<file path="src/rtl/pipelined_control_unit_if.sv">
// pipelined_control_unit_if: D-stage decode inputs, hazard controls and ID/EX control outputs
interface pipelined_control_unit_if #(parameter int ALU_CTRL_W = 4);
  logic [6:0] OpD;
  logic [2:0] funct3D;
  logic [6:0] funct7D;
  logic ValidD;
  logic StallE;
  logic FlushE;
  logic [2:0] ImmSrcD;
  logic IllegalD;
  logic RegWriteE;
  logic MemWriteE;
  logic ALUSrcE;
  logic BranchE;
  logic JumpE;
  logic JalrE;
  logic [1:0] ResultSrcE;
  logic [ALU_CTRL_W-1:0] ALUControlE;
  logic MulDivE;
  logic [2:0] MulDivOpE;
  logic IllegalE;
  logic MdBusy;
  logic MdDone;
  modport master (
    output OpD, funct3D, funct7D, ValidD, StallE, FlushE,
    input ImmSrcD, IllegalD, RegWriteE, MemWriteE, ALUSrcE, BranchE, JumpE, JalrE,
    input ResultSrcE, ALUControlE, MulDivE, MulDivOpE, IllegalE, MdBusy, MdDone
  );
  modport slave (
    input OpD, funct3D, funct7D, ValidD, StallE, FlushE,
    output ImmSrcD, IllegalD, RegWriteE, MemWriteE, ALUSrcE, BranchE, JumpE, JalrE,
    output ResultSrcE, ALUControlE, MulDivE, MulDivOpE, IllegalE, MdBusy, MdDone
  );
endinterface

</file>
<file path="src/rtl/pipelined_control_unit.sv">
// pipelined_control_unit: RV32IM decode with a registered ID/EX control stage and a mul/div hold sequencer
module pipelined_control_unit #(
  parameter int ALU_CTRL_W = 4,
  parameter bit MEXT_EN = 1'b1,
  parameter int MUL_CYCLES = 2,
  parameter int DIV_CYCLES = 8
) (
  input logic clk,
  input logic rst,
  pipelined_control_unit_if.slave bus
);
  typedef enum logic {IDLE, BUSY} state_t;
  typedef struct packed {
    logic reg_write;
    logic mem_write;
    logic alu_src;
    logic branch;
    logic jump;
    logic jalr;
    logic [1:0] result_src;
    logic [ALU_CTRL_W-1:0] alu_ctrl;
    logic mul_div;
    logic [2:0] mul_div_op;
    logic illegal;
  } ctrl_t;
  localparam logic [3:0] MUL_LAT = 4'(MUL_CYCLES - 1);
  localparam logic [3:0] DIV_LAT = 4'(DIV_CYCLES - 1);
  state_t state_q, state_d;
  logic [3:0] cnt_q, cnt_d;
  ctrl_t ctrl_q, ctrl_d, dec;
  logic [2:0] imm_src;
  logic bad;
  logic busy;
  logic capture;
  logic [3:0] lat_d;
  logic [3:0] lat_e;
  function automatic logic [3:0] alu_op(input logic [2:0] f3, input logic alt);
    return f3 == 3'd0 ? {3'b000, alt} : f3 == 3'd1 ? 4'd7 : f3 == 3'd2 ? 4'd5 :
           f3 == 3'd3 ? 4'd6 : f3 == 3'd4 ? 4'd4 : f3 == 3'd5 ? {3'b100, alt} :
           f3 == 3'd6 ? 4'd3 : 4'd2;
  endfunction
  always_comb begin
    dec = '0;
    imm_src = 3'b000;
    bad = 1'b0;
    case (bus.OpD)
      7'b0110011: begin
        dec.reg_write = 1'b1;
        if (MEXT_EN && bus.funct7D == 7'b0000001) begin
          dec.mul_div = 1'b1;
          dec.mul_div_op = bus.funct3D;
        end else if (bus.funct7D == 7'b0000000 || bus.funct7D == 7'b0100000)
          dec.alu_ctrl = ALU_CTRL_W'(alu_op(bus.funct3D, bus.funct7D[5]));
        else
          bad = 1'b1;
      end
      7'b0010011: begin
        dec.reg_write = 1'b1;
        dec.alu_src = 1'b1;
        dec.alu_ctrl = ALU_CTRL_W'(alu_op(bus.funct3D, bus.funct7D[5] && bus.funct3D == 3'd5));
      end
      7'b0000011: begin
        dec.reg_write = 1'b1;
        dec.alu_src = 1'b1;
        dec.result_src = 2'b01;
      end
      7'b0100011: begin
        dec.mem_write = 1'b1;
        dec.alu_src = 1'b1;
        imm_src = 3'b001;
      end
      7'b1100011: begin
        dec.branch = 1'b1;
        dec.alu_ctrl = ALU_CTRL_W'(1);
        imm_src = 3'b010;
      end
      7'b1101111: begin
        dec.reg_write = 1'b1;
        dec.jump = 1'b1;
        dec.result_src = 2'b10;
        imm_src = 3'b011;
      end
      7'b1100111: begin
        dec.reg_write = 1'b1;
        dec.jump = 1'b1;
        dec.jalr = 1'b1;
        dec.alu_src = 1'b1;
        dec.result_src = 2'b10;
      end
      7'b0110111: begin
        dec.reg_write = 1'b1;
        dec.alu_src = 1'b1;
        dec.alu_ctrl = ALU_CTRL_W'(10);
        imm_src = 3'b100;
      end
      7'b0010111: begin
        dec.reg_write = 1'b1;
        dec.alu_src = 1'b1;
        imm_src = 3'b100;
      end
      default: bad = 1'b1;
    endcase
    if (bad)
      dec = '0;
    dec.illegal = bus.ValidD & bad;
  end
  // cnt_q counts the busy cycles still to go, including the current one
  assign busy = state_q == BUSY;
  assign capture = !busy && !bus.StallE && !bus.FlushE && bus.ValidD;
  assign lat_d = bus.funct3D[2] ? DIV_LAT : MUL_LAT;
  assign lat_e = ctrl_q.mul_div_op[2] ? DIV_LAT : MUL_LAT;
  always_comb begin
    ctrl_d = (busy || bus.StallE) ? ctrl_q : (bus.FlushE || !bus.ValidD) ? ctrl_t'('0) : dec;
    state_d = busy ? (cnt_q == 4'd1 ? IDLE : BUSY) :
              (capture && dec.mul_div && lat_d != 4'd0) ? BUSY : IDLE;
    cnt_d = busy ? cnt_q - 4'd1 : lat_d;
  end
  always_ff @(posedge clk) begin
    if (rst) begin
      state_q <= IDLE;
      cnt_q <= '0;
      ctrl_q <= '0;
    end else begin
      state_q <= state_d;
      cnt_q <= cnt_d;
      ctrl_q <= ctrl_d;
    end
  end
  assign bus.ImmSrcD = imm_src;
  assign bus.IllegalD = dec.illegal;
  assign bus.RegWriteE = ctrl_q.reg_write;
  assign bus.MemWriteE = ctrl_q.mem_write;
  assign bus.ALUSrcE = ctrl_q.alu_src;
  assign bus.BranchE = ctrl_q.branch;
  assign bus.JumpE = ctrl_q.jump;
  assign bus.JalrE = ctrl_q.jalr;
  assign bus.ResultSrcE = ctrl_q.result_src;
  assign bus.ALUControlE = ctrl_q.alu_ctrl;
  assign bus.MulDivE = ctrl_q.mul_div;
  assign bus.MulDivOpE = ctrl_q.mul_div_op;
  assign bus.IllegalE = ctrl_q.illegal;
  assign bus.MdBusy = busy;
  assign bus.MdDone = busy ? cnt_q == 4'd1 : ctrl_q.mul_div && lat_e == 4'd0;
endmodule

</file>
<file path="src/flat_wrapper.sv">
// flat-port wrapper written by rule: the top's interface ports become plain ports
module pipelined_control_unit_flat 
#(
  parameter int ALU_CTRL_W = 4,
  parameter bit MEXT_EN = 1'b1,
  parameter int MUL_CYCLES = 2,
  parameter int DIV_CYCLES = 8
)
  (clk, rst, bus_OpD, bus_funct3D, bus_funct7D, bus_ValidD, bus_StallE, bus_FlushE, bus_ImmSrcD, bus_IllegalD, bus_RegWriteE, bus_MemWriteE, bus_ALUSrcE, bus_BranchE, bus_JumpE, bus_JalrE, bus_ResultSrcE, bus_ALUControlE, bus_MulDivE, bus_MulDivOpE, bus_IllegalE, bus_MdBusy, bus_MdDone);
  pipelined_control_unit_if #(.ALU_CTRL_W(ALU_CTRL_W)) bus_i ();
  input logic clk;
  input logic rst;
  input wire logic [$bits(bus_i.OpD)-1:0] bus_OpD;
  input wire logic [$bits(bus_i.funct3D)-1:0] bus_funct3D;
  input wire logic [$bits(bus_i.funct7D)-1:0] bus_funct7D;
  input wire logic [$bits(bus_i.ValidD)-1:0] bus_ValidD;
  input wire logic [$bits(bus_i.StallE)-1:0] bus_StallE;
  input wire logic [$bits(bus_i.FlushE)-1:0] bus_FlushE;
  output wire logic [$bits(bus_i.ImmSrcD)-1:0] bus_ImmSrcD;
  output wire logic [$bits(bus_i.IllegalD)-1:0] bus_IllegalD;
  output wire logic [$bits(bus_i.RegWriteE)-1:0] bus_RegWriteE;
  output wire logic [$bits(bus_i.MemWriteE)-1:0] bus_MemWriteE;
  output wire logic [$bits(bus_i.ALUSrcE)-1:0] bus_ALUSrcE;
  output wire logic [$bits(bus_i.BranchE)-1:0] bus_BranchE;
  output wire logic [$bits(bus_i.JumpE)-1:0] bus_JumpE;
  output wire logic [$bits(bus_i.JalrE)-1:0] bus_JalrE;
  output wire logic [$bits(bus_i.ResultSrcE)-1:0] bus_ResultSrcE;
  output wire logic [$bits(bus_i.ALUControlE)-1:0] bus_ALUControlE;
  output wire logic [$bits(bus_i.MulDivE)-1:0] bus_MulDivE;
  output wire logic [$bits(bus_i.MulDivOpE)-1:0] bus_MulDivOpE;
  output wire logic [$bits(bus_i.IllegalE)-1:0] bus_IllegalE;
  output wire logic [$bits(bus_i.MdBusy)-1:0] bus_MdBusy;
  output wire logic [$bits(bus_i.MdDone)-1:0] bus_MdDone;
  assign bus_i.OpD = bus_OpD;
  assign bus_i.funct3D = bus_funct3D;
  assign bus_i.funct7D = bus_funct7D;
  assign bus_i.ValidD = bus_ValidD;
  assign bus_i.StallE = bus_StallE;
  assign bus_i.FlushE = bus_FlushE;
  assign bus_ImmSrcD = bus_i.ImmSrcD;
  assign bus_IllegalD = bus_i.IllegalD;
  assign bus_RegWriteE = bus_i.RegWriteE;
  assign bus_MemWriteE = bus_i.MemWriteE;
  assign bus_ALUSrcE = bus_i.ALUSrcE;
  assign bus_BranchE = bus_i.BranchE;
  assign bus_JumpE = bus_i.JumpE;
  assign bus_JalrE = bus_i.JalrE;
  assign bus_ResultSrcE = bus_i.ResultSrcE;
  assign bus_ALUControlE = bus_i.ALUControlE;
  assign bus_MulDivE = bus_i.MulDivE;
  assign bus_MulDivOpE = bus_i.MulDivOpE;
  assign bus_IllegalE = bus_i.IllegalE;
  assign bus_MdBusy = bus_i.MdBusy;
  assign bus_MdDone = bus_i.MdDone;
  pipelined_control_unit #(.ALU_CTRL_W(ALU_CTRL_W), .MEXT_EN(MEXT_EN), .MUL_CYCLES(MUL_CYCLES), .DIV_CYCLES(DIV_CYCLES)) u_core (.clk(clk), .rst(rst), .bus(bus_i));
endmodule
</file>
<file path="config.mk">
export PLATFORM = sky130hd
export DESIGN_NAME = pipelined_control_unit_flat
export DESIGN_NICKNAME = d
export VERILOG_FILES = /design/src/rtl/pipelined_control_unit_if.sv /design/src/rtl/pipelined_control_unit.sv /design/src/flat_wrapper.sv
export SDC_FILE = /design/constraint.sdc
export NUM_CORES = 1
export LEC_CHECK = 0
export BUFFER_PORTS_ARGS = -buffer_cell sky130_fd_sc_hd__buf_4
export CAP_MARGIN = 0
export CORE_MARGIN = 1
export CORE_UTILIZATION = 46
export CTS_BUF_LIST = sky130_fd_sc_hd__clkbuf_4
export DETAILED_ROUTE_END_ITERATION = 10
export PLACE_DENSITY_LB_ADDON = 0.2
export SETUP_SLACK_MARGIN = 0.3
export SLEW_MARGIN = 20
export SYNTH_ARGS = -nofsm -noshare
export SYNTH_HDL_FRONTEND = slang
export SYNTH_SLANG_ARGS = --single-unit
</file>
<file path="constraint.sdc">
create_clock -name clk -period 1.75 [get_ports clk]
set_input_delay 0.0875 -clock clk [delete_from_list [all_inputs] [get_ports clk]]
set_output_delay 0.0875 -clock clk [all_outputs]
set_load 0.01 [all_outputs]
</file>
==> run metrics, run 1 <==
initial drt markers 17; syn avg cell area 8.37 µm²; Max Slew Vio Count 0; final worst-path setup slack 0.126 ns; Int Power 688 µW; dpl ws -0.0544 ns; crit end category flop; status complete, no violations; largest fanout on the critical path 3; Detail Route Antenna Nets 0; synth unique cells 50; input/output buffers 44; Total Wirelength 3270 µm; f_max 616 MHz; EDFF count, synth 0; final core occ 69.5%; cell area power density 531 nW/µm²; leakage power 0.749 nW; synth cell count leaders dfxtp_1, nor2_1, nand2_1, a21oi_1, nor3_1; Final Wtd Congestion 0.866; nets 223; Placeable Area 2520 µm²; CTS Buffer Depth 2; Post-Synthesis Cells 150; Worst-Skew Late Latency 0.30 ns; Flop pwr share 54.7%; share of cells above drive strength 1 39.4%; largest area contributor in the netlist dfxtp_1; Comb power frac 18.2%; critical path arrival 1.88 ns; number of max-cap violations 0; area delta synth->final 39.7%; TritonCTS clock tree yes; DP HPWL 2400 µm; Die X 54.2 µm; Clock Tree Root clkbuf_4; yosys warns 0; post-layout min period 1.62 ns; FF+latch area 449 µm²; wire length per cell 14.3 µm; Worst Hold Class input port to flop; syn_nets 174; switching pwr 242 µW; fin crit share 92.8%; pin count of the biggest net entering global routing 19; DR vias 1295; die area 2940 µm²; r2r worst-path depth 5; relative slew slack 76.1%; Finish-stage setup viols 0; vias in the first global route 1186; clock share of power 27.2%; Critical Path Start Type flop; Worst Tran Pin Value 0.358 ns; DRC violations left 0; total routing usage reported by global routing 24.8%; FILL cells 214; # H-tree levels 1; Power, Total 930 µW; Seq/Total Area, Yosys 35.1%; initial antenna violation count 0; synthesized flop and latch total 22; vias per cell 5.68; cell area after synthesis 1250 µm²; CTS buffer count 3; Clk pin slew, worst setup/hold paths 0.12 ns; count leader, synth dfxtp_1; # diodes 0; global route overflow 0; Die Y 54.2 µm; first-pass GRT wire length 5200 µm; initial core utilization 49.8%; Top Ports 45; Final Skew 0.00123 ns; IR drop worst, VDD 0.334 mV; Hold Vio Cnt, Final 0; worst endpoint required time 2.00 ns; Multi-input gate area 823 µm²; RSZ-0062 raised after global routing yes; top_reg_cell synth dfxtp_1; DR pass1 iterations 5; row count 18; Synth top area share 35.1%; Synth area leaders dfxtp_1, nor2_1, a21oi_1; critical path class flop to flop; Post-synth ARST share 0%; # clock sinks 22; Sw Share 26.0%; hold path cells 3
-- timing repair --
| item | CTS | global route |
|---|---|---|
| resized for setup | 8 | 13 |
| endpoints found under the hold margin | 0 | 0 |
| setup endpoints to repair | 20 | 20 |
| hold buffers | 0 | 0 |
| pin swaps | 8 | 12 |
| buffers inserted | 3 | 1 |
-- worst max-delay path: stages, from the launching register on --
cell and delay [ns]:
dfxtp_4 0.36, or2_4 0.23, or3b_4 0.45, a211oi_4 0.22, or2_1 0.15, o311a_1 0.17
-- sequential cells by signal, summed over array words and instances (netlist names) --
signal	count
u_core.bus.MdBusy	1
u_core.bus.JalrE	1
u_core.bus.JumpE	1
u_core.bus.IllegalE	1
u_core.bus.BranchE	1
u_core.cnt_q	4
u_core.bus.MulDivOpE	3
u_core.bus.ResultSrcE	2
u_core.bus.RegWriteE	1
u_core.bus.ALUSrcE	1
u_core.bus.MemWriteE	1
u_core.bus.ALUControlE	4
u_core.bus.MulDivE	1
-- stage by stage --
step                      instances  TNS [ns]  hold slack, ns  area [µm²]
after detailed placement        220    -0.153           0.387        1610
after global routing            228         0          0.0605        1750
final                           228         0          0.0736        1750
after CTS                       227         0          0.0650        1700
after floorplan                 150         0           0.232        1270
after global placement          220         0           0.364        1610
-- worst paths after layout --
kind | start | to | slack (ns)
min reg2reg | u_core.bus.IllegalE | u_core.bus.IllegalE | 0.46
max reg2reg | u_core.bus.MdBusy | u_core.bus.ALUControlE[3] | 0.13
min | bus_funct3D[2] | u_core.bus.MulDivOpE[2] | 0.07
max | u_core.bus.MdBusy | u_core.bus.ALUControlE[3] | 0.13
-- cell usage in the layout, fill, tap and decap left out, drive strengths merged, types with 5 or more instances in the layout --
cell type / instances
nor2: 17
nand2: 13
dfxtp: 22
buf: 51
nand3: 5
nor3: 8
a21oi: 13
a22oi: 5
-- layout make-up --
class                      instances  area share, %
tap                               30           2.14
clock buffer                       4           1.71
timing repair buffer              51           22.7
sequential                        22           25.6
multi-input combinational        117           47.0
inverter                           4          0.857
-- metal layers --
layer / up-vias / part of all wire (%) / global-route usage, %
met1: 612 / 44 / 31.0
li1: 650 / - / -
met5: - / 0 / 0
met2: 31 / 51 / 43.1
met4: 0 / 0.46 / 8.55
met3: 2 / 3.9 / 3.61
-- power groups by stage --
stage	Combinational, mW	Sequential (mW)	Clock, mW
6_report	0.169	0.509	0.253
5_1_grt	0.184	0.510	0.287
4_1_cts	0.161	0.508	0.261
3_5_place_dp	0.154	0.519	0
3_3_place_gp	0.149	0.518	0
2_1_floorplan	0.0864	0.519	0
-- logic make-up (layout without fill, tap and decap cells) --
| family | Yosys count | after routing | share of synthesized area, % |
|---|---|---|---|
| adders and majority gates | 2 | 2 | 1.99 |
| and+or+nand+nor | 72 | 72 | 32.4 |
| buffers and inverters | 11 | 59 | 5.08 |
| DFF | 22 | 22 | 35.1 |
| AOI/OAI and AO/OA | 39 | 39 | 22.4 |
| muxes | 1 | 1 | 0.897 |
| xor gates and xnor gates | 3 | 3 | 2.09 |
Note: power is estimated with default switching activity, not from simulation.
==> run 2, diff against run 1 <==
- BUFFER_PORTS_ARGS: -buffer_cell sky130_fd_sc_hd__buf_4 -> not set
- CORE_UTILIZATION: 46 -> 58
- DONT_BUFFER_PORTS: not set -> 1
==> run 2 against run 1 <==
Against the previous run: the flow now finishes with violations (hold timing); combinational power decreased by 42%; wire length fell by 7.8%; via count shrank 8.6%; worst setup slack better by 0.015 ns; global-route usage rose by 1.1 points; power decreased by 9.8%; cell count shrank 20%; critical path type unchanged; critical endpoint is now u_core.bus.RegWriteE.
==> run metrics, run 2 (synthesized netlist as in run 1, its figures left out) <==
status finished, violations left; failing checks hold timing; cell area power density 589 nW/µm² (+11%); Worst Tran Pin Value 0.367 ns (+0.00900 ns); initial core utilization 62.7% (+13 points); vias in the first global route 1053 (-11%); worst hold slack -0.170 ns (-0.244 ns); number of max-cap violations 0 (unchanged); Die X 48.5 µm (-11%); Max Slew Vio Count 0 (unchanged); Comb power frac 11.7% (-6.5 points); critical path arrival 1.82 ns (-0.06 ns); clock share of power 27.5% (+0.3 points); Placeable Area 2000 µm² (-21%); leakage power 0.516 nW (-31%); most common cell after layout, fill and taps aside dfxtp_1; wire length per cell 16.5 µm (+15%); RSZ-0062 raised after global routing yes; IR drop worst, VDD 0.344 mV (+3.0%); FILL cells 153 (-29%); DR pass1 iterations 4 (-1); Power, Total 839 µW (-9.8%); first-pass GRT wire length 4880 µm (-6.2%); Final Instance Area 1420 µm² (-19%); Crit-path slowest cell or3b_4; total routing usage reported by global routing 26.0% (+1.1 points); # H-tree levels 1 (unchanged); Die Y 48.5 µm (-11%); # diodes 0 (unchanged); commonest non-fill, non-tap cells in the layout dfxtp_1, nor2_1, nand2_1; share of cells above drive strength 1 23.1% (-16 points); input/output buffers 0 (-100%); pin count of the biggest net entering global routing 19 (unchanged); total negative setup slack 0 ns (unchanged); Reg-to-Reg End u_core.bus.RegWriteE; crit path cell chain or2_4 -> or3b_4 -> a21oi_4 -> nand2b_1 -> o31ai_1; critical path class flop to flop; hold path cells 1 (-2); DRC violations left 0 (unchanged); Clk pin slew, worst setup/hold paths 0.12 ns (about the same); Hold Vio Cnt, Final 15 (+15); fin crit share 91.9% (-0.86 points); Hold Crit Endpoint u_core.bus.MdBusy; worst endpoint required time 1.96 ns (-0.04 ns); Top Ports 45 (unchanged); Worst-Skew Late Latency 0.30 ns (about the same); Buffers & Inverters on Critical Path 0 (unchanged); TritonCTS clock tree yes; crit end category flop; Detail Route Antenna Nets 0 (unchanged); Finish-stage setup viols 0 (unchanged); Final Skew 0.00705 ns (+0.00581 ns); Worst Hold Class input port to flop; global route overflow 0 (unchanged); r2r worst-path depth 5 (unchanged); area of placed instances 1280 µm² (-20%); Critical Path Start Type flop; relative slew slack 75.3% (-0.74 points); initial antenna violation count 0 (unchanged); peak per-stage delay on the critical path 0.43 ns (-0.02 ns); CTS buffer count 3 (unchanged); DR vias 1184 (-8.6%); Clock Tree Root clkbuf_4; Total Wirelength 3010 µm (-7.8%); switching pwr 205 µW (-15%); hold path start rst; final core occ 71.1% (+1.6 points); Int Power 634 µW (-8.0%); RR Startpoint u_core.bus.MdBusy; largest fanout on the critical path 4 (+1); CTS hold repair buffers 1 (+1); CTS Buffer Depth 2 (unchanged); initial drt markers 45 (+28); post-layout min period 1.61 ns (-0.0150 ns); Crit path max-delay family simple AND/OR/NAND/NOR gates; vias per cell 6.47 (+14%); f_max 622 MHz (+0.93%); row count 16 (-2); # clock sinks 22 (unchanged); nets 181 (-19%); DP HPWL 2170 µm (-9.7%); Flop pwr share 60.8% (+6.1 points); die area 2350 µm² (-20%); Sw Share 24.5% (-1.5 points); area delta synth->final 13.5%; Final Wtd Congestion 0.860 (-0.76%); FF-to-FF setup slack 0.14 ns (+0.02 ns)
## run 2: cell count changes in the layout (fill, tap and decap cells not counted), moves of 2 or more
cell     delta
buf_6       -4
buf_4      -39
nand3_2     +2
nand3_1     -2
## run 2: worst register-to-register path: stages (launching register included)
cell and delay [ns]:
dfxtp_4 0.36, or2_4 0.23, or3b_4 0.43, a21oi_4 0.18
nand2b_1 0.10, o31ai_1 0.22
## run 2: layout make-up
type	count	area, µm²	area share [%]
timing repair buffer	9	70.1	4.92
multi-input combinational	117	830	58.3
clock inverter	1	3.75	0.264
tap	27	33.8	2.37
clock buffer	3	22.5	1.58
inverter	4	15.0	1.05
sequential	22	449	31.5
## run 2: worst max path at each step
stage	startpoint	end	slack, ns	cells after the start
after floorplan	u_core.bus.MdBusy	u_core.bus.ALUControlE[3]	0.11	6
after global placement	bus_funct7D[1]	u_core.bus.MdBusy	0.14	5
after detailed placement	bus_funct7D[1]	u_core.bus.MdBusy	0.09	5
after CTS	u_core.bus.MdBusy	u_core.bus.RegWriteE	0.17	5
after global routing	u_core.bus.MdBusy	u_core.bus.RegWriteE	0.07	5
final	u_core.bus.MdBusy	u_core.bus.RegWriteE	0.14	5
## run 2: what timing repair did
item	in CTS	in global routing
pin swaps	3	2
setup buffers	3	1
setup endpoints to repair	18	18
hold endpoints to repair	16	15
resized for setup	7	11
## run 2: power by group through the flow
stage               Sequential (mW)  Combinational [mW]  Clock, mW
finish                        0.510              0.0984      0.231
global route                  0.510               0.107      0.252
CTS                           0.509              0.0920      0.230
detailed placement            0.520              0.0826          0
global placement              0.519              0.0803          0
floorplan                     0.519              0.0864          0
## run 2: per-layer routing
layer,up-vias,global-route usage (%),part of all wire [%]
li1,560,-,-
met1,571,34.3,42
met2,51,43.2,49
met3,2,7.55,8.7
met4,0,3.43,0.33
met5,-,0,0
## run 2: through the flow
stage | hold WS, ns | cells | setup slack [ns]
detailed placement | 0.155 | 174 | 0.0936
global route | -0.188 | 183 | 0.0745
floorplan | 0.232 | 150 | 0.111
finish | -0.170 | 183 | 0.141
global placement | 0.151 | 174 | 0.142
CTS | -0.172 | 182 | 0.171
==> run 3, diff against run 2 <==
- CORE_UTILIZATION: 58 -> 42
==> run 3 against run 2 <==
Against the previous run: the run ends with DRC left; critical path depth is the same; first-iteration DRC count grew 11%; sequential power is essentially flat; sequential cell count is the same; utilization shrank 20 points; register-to-register slack gained 0.04 ns; non-clock buffer count grew 2; combinational power grew 9%; hold slack gained 0.17 ns; critical endpoint unchanged; highest routed layer unchanged.
==> run metrics, run 3 (synthesized netlist as in run 1, its figures left out) <==
relative slew slack 60.2% (-15 points); Crit-path slowest cell or3b_4; IR drop worst, VDD 0.238 mV (-31%); post-layout min period 1.56 ns (-0.0445 ns); # diodes 0 (unchanged); placed cells 178 (+2.3%); Final Skew 0.000616 ns (-0.00643 ns); DR pass1 iterations 7 (+3); worst hold slack 0.00436 ns (+0.175 ns); wire length per cell 16.0 µm (-2.9%); critical path arrival 1.80 ns (-0.02 ns); cell area power density 695 nW/µm² (+18%); f_max 639 MHz (+2.8%); pin count of the biggest net entering global routing 19 (unchanged); Final Wtd Congestion 0.791 (-7.9%); dpl ws 0.0855 ns (-0.00814 ns); DRC violations left 6 (+6); Hold Vio Cnt, Final 0 (-15); Placeable Area 2810 µm² (+40%); first-pass GRT wire length 5180 µm (+6.2%); row count 19 (+3); leakage power 0.531 nW (+2.8%); peak per-stage delay on the critical path 0.43 ns (about the same); crit end category flop; Top Ports 45 (unchanged); fin crit share 89.4% (-2.5 points); number of max-cap violations 0 (unchanged); largest fanout on the critical path 5 (+1); worst endpoint required time 1.98 ns (+0.02 ns); Worst Hold Class input port to flop; TritonCTS clock tree yes; Detail Route Antenna Nets 0 (unchanged); Int Power 786 µW (+24%); CTS buffer count 3 (unchanged); critical path class flop to flop; DR vias 1152 (-2.7%); Finish-stage setup viols 0 (unchanged); FF-to-FF setup slack 0.19 ns (+0.04 ns); Final Instance Area 1440 µm² (+1.1%); nets 183 (+1.1%); share of cells above drive strength 1 15.8% (-7.3 points); Critical Path Start Type flop; Max Slew Vio Count 0 (unchanged); Worst Tran Pin Value 0.595 ns (+0.228 ns); Die X 56.7 µm (+17%); RR Startpoint u_core.bus.MdBusy; die area 3210 µm² (+36%); initial drt markers 50 (+11%); Sw Share 21.4% (-3.0 points); Comb power frac 10.7% (-1.0 points); Die Y 56.7 µm (+17%); # H-tree levels 1 (unchanged); final worst-path setup slack 0.186 ns (+0.0445 ns); input/output buffers 0 (unchanged); Reg-to-Reg End u_core.bus.RegWriteE; final core occ 51.3% (-20 points); Non-Filler Instances 189 (+3.3%); r2r worst-path depth 5 (unchanged); most common cell after layout, fill and taps aside dfxtp_1; initial core utilization 44.7% (-18 points); vias in the first global route 1090 (+3.5%); global route overflow 0 (unchanged); hold path cells 2 (+1); # clock sinks 22 (unchanged); RSZ-0062 raised after global routing yes; CTS Buffer Depth 2 (unchanged); Clock Tree Root clkbuf_4; Clk pin slew, worst setup/hold paths 0.12 ns (about the same); DP HPWL 2280 µm (+5.2%); initial antenna violation count 0 (unchanged); Power, Total 1.00 mW (+19%); Worst-Skew Late Latency 0.30 ns (about the same); commonest non-fill, non-tap cells in the layout dfxtp_1, nor2_1, nand2_1; Hold Crit Endpoint u_core.cnt_q[2]; vias per cell 6.10 (-5.8%); status finished, violations left; area delta synth->final 14.8%; hold path start bus_funct3D[2]; total routing usage reported by global routing 20.7% (-5.2 points); clock share of power 38.5% (+11 points); total negative setup slack 0 ns (unchanged); area of placed instances 1290 µm² (+0.39%); Flop pwr share 50.8% (-10 points); Total Wirelength 3020 µm (+0.23%); switching pwr 215 µW (+4.5%); failing checks DRC; crit path cell chain or2_4 -> or3b_4 -> a21oi_4 -> nand2b_1 -> o31ai_1
run 3: repair_timing:
item	CTS	global route
setup buffers	1	0
hold buffers	6	0
endpoints found under the hold margin	16	0
pin swaps	6	4
cloned	0	0
endpoints found under the setup margin	17	17
gates resized for setup	3	3
run 3: how the worst max path moves through the flow:
| stage | from | end | slack, ns | depth (start not counted) |
|---|---|---|---|---|
| after floorplan | u_core.bus.MdBusy | u_core.bus.ALUControlE[3] | 0.11 | 6 |
| after global placement | bus_funct7D[1] | u_core.bus.MdBusy | 0.13 | 5 |
| after detailed placement | bus_funct7D[1] | u_core.bus.MulDivOpE[1] | 0.09 | 5 |
| after CTS | u_core.bus.MdBusy | u_core.bus.ALUControlE[0] | 0.18 | 5 |
| after global routing | u_core.bus.MdBusy | u_core.bus.RegWriteE | 0.09 | 5 |
| final | u_core.bus.MdBusy | u_core.bus.RegWriteE | 0.19 | 5 |
run 3: area by class of cell:
type                       instances  area, µm²
clock buffer                       3       22.5
inverter                           4       15.0
clock inverter                     1       30.0
sequential                        22        444
timing repair buffer              11       97.6
multi-input combinational        117        792
fill                             276       1370
tap                               31       38.8
run 3: power by group through the flow:
stage | sequential [mW] | clock, mW | combinational, mW
final | 0.508 | 0.385 | 0.107
after CTS | 0.508 | 0.389 | 0.105
after floorplan | 0.519 | 0 | 0.0864
after detailed placement | 0.520 | 0 | 0.0837
after global routing | 0.509 | 0.410 | 0.120
after global placement | 0.519 | 0 | 0.0814
run 3: layer usage:
metal	GRT usage, %	up-vias	part of all wire, %
met1	29.6	532	44
li1	-	564	-
met5	0	-	0
met4	5.36	0	0.40
met2	31.5	54	47
met3	4.61	2	8.6
run 3: worst max-delay path: cells and delay by family (launching register included):
family,cells,cell delay (ns)
compound gates,2,0.37
flops,1,0.36
simple gates,3,0.75
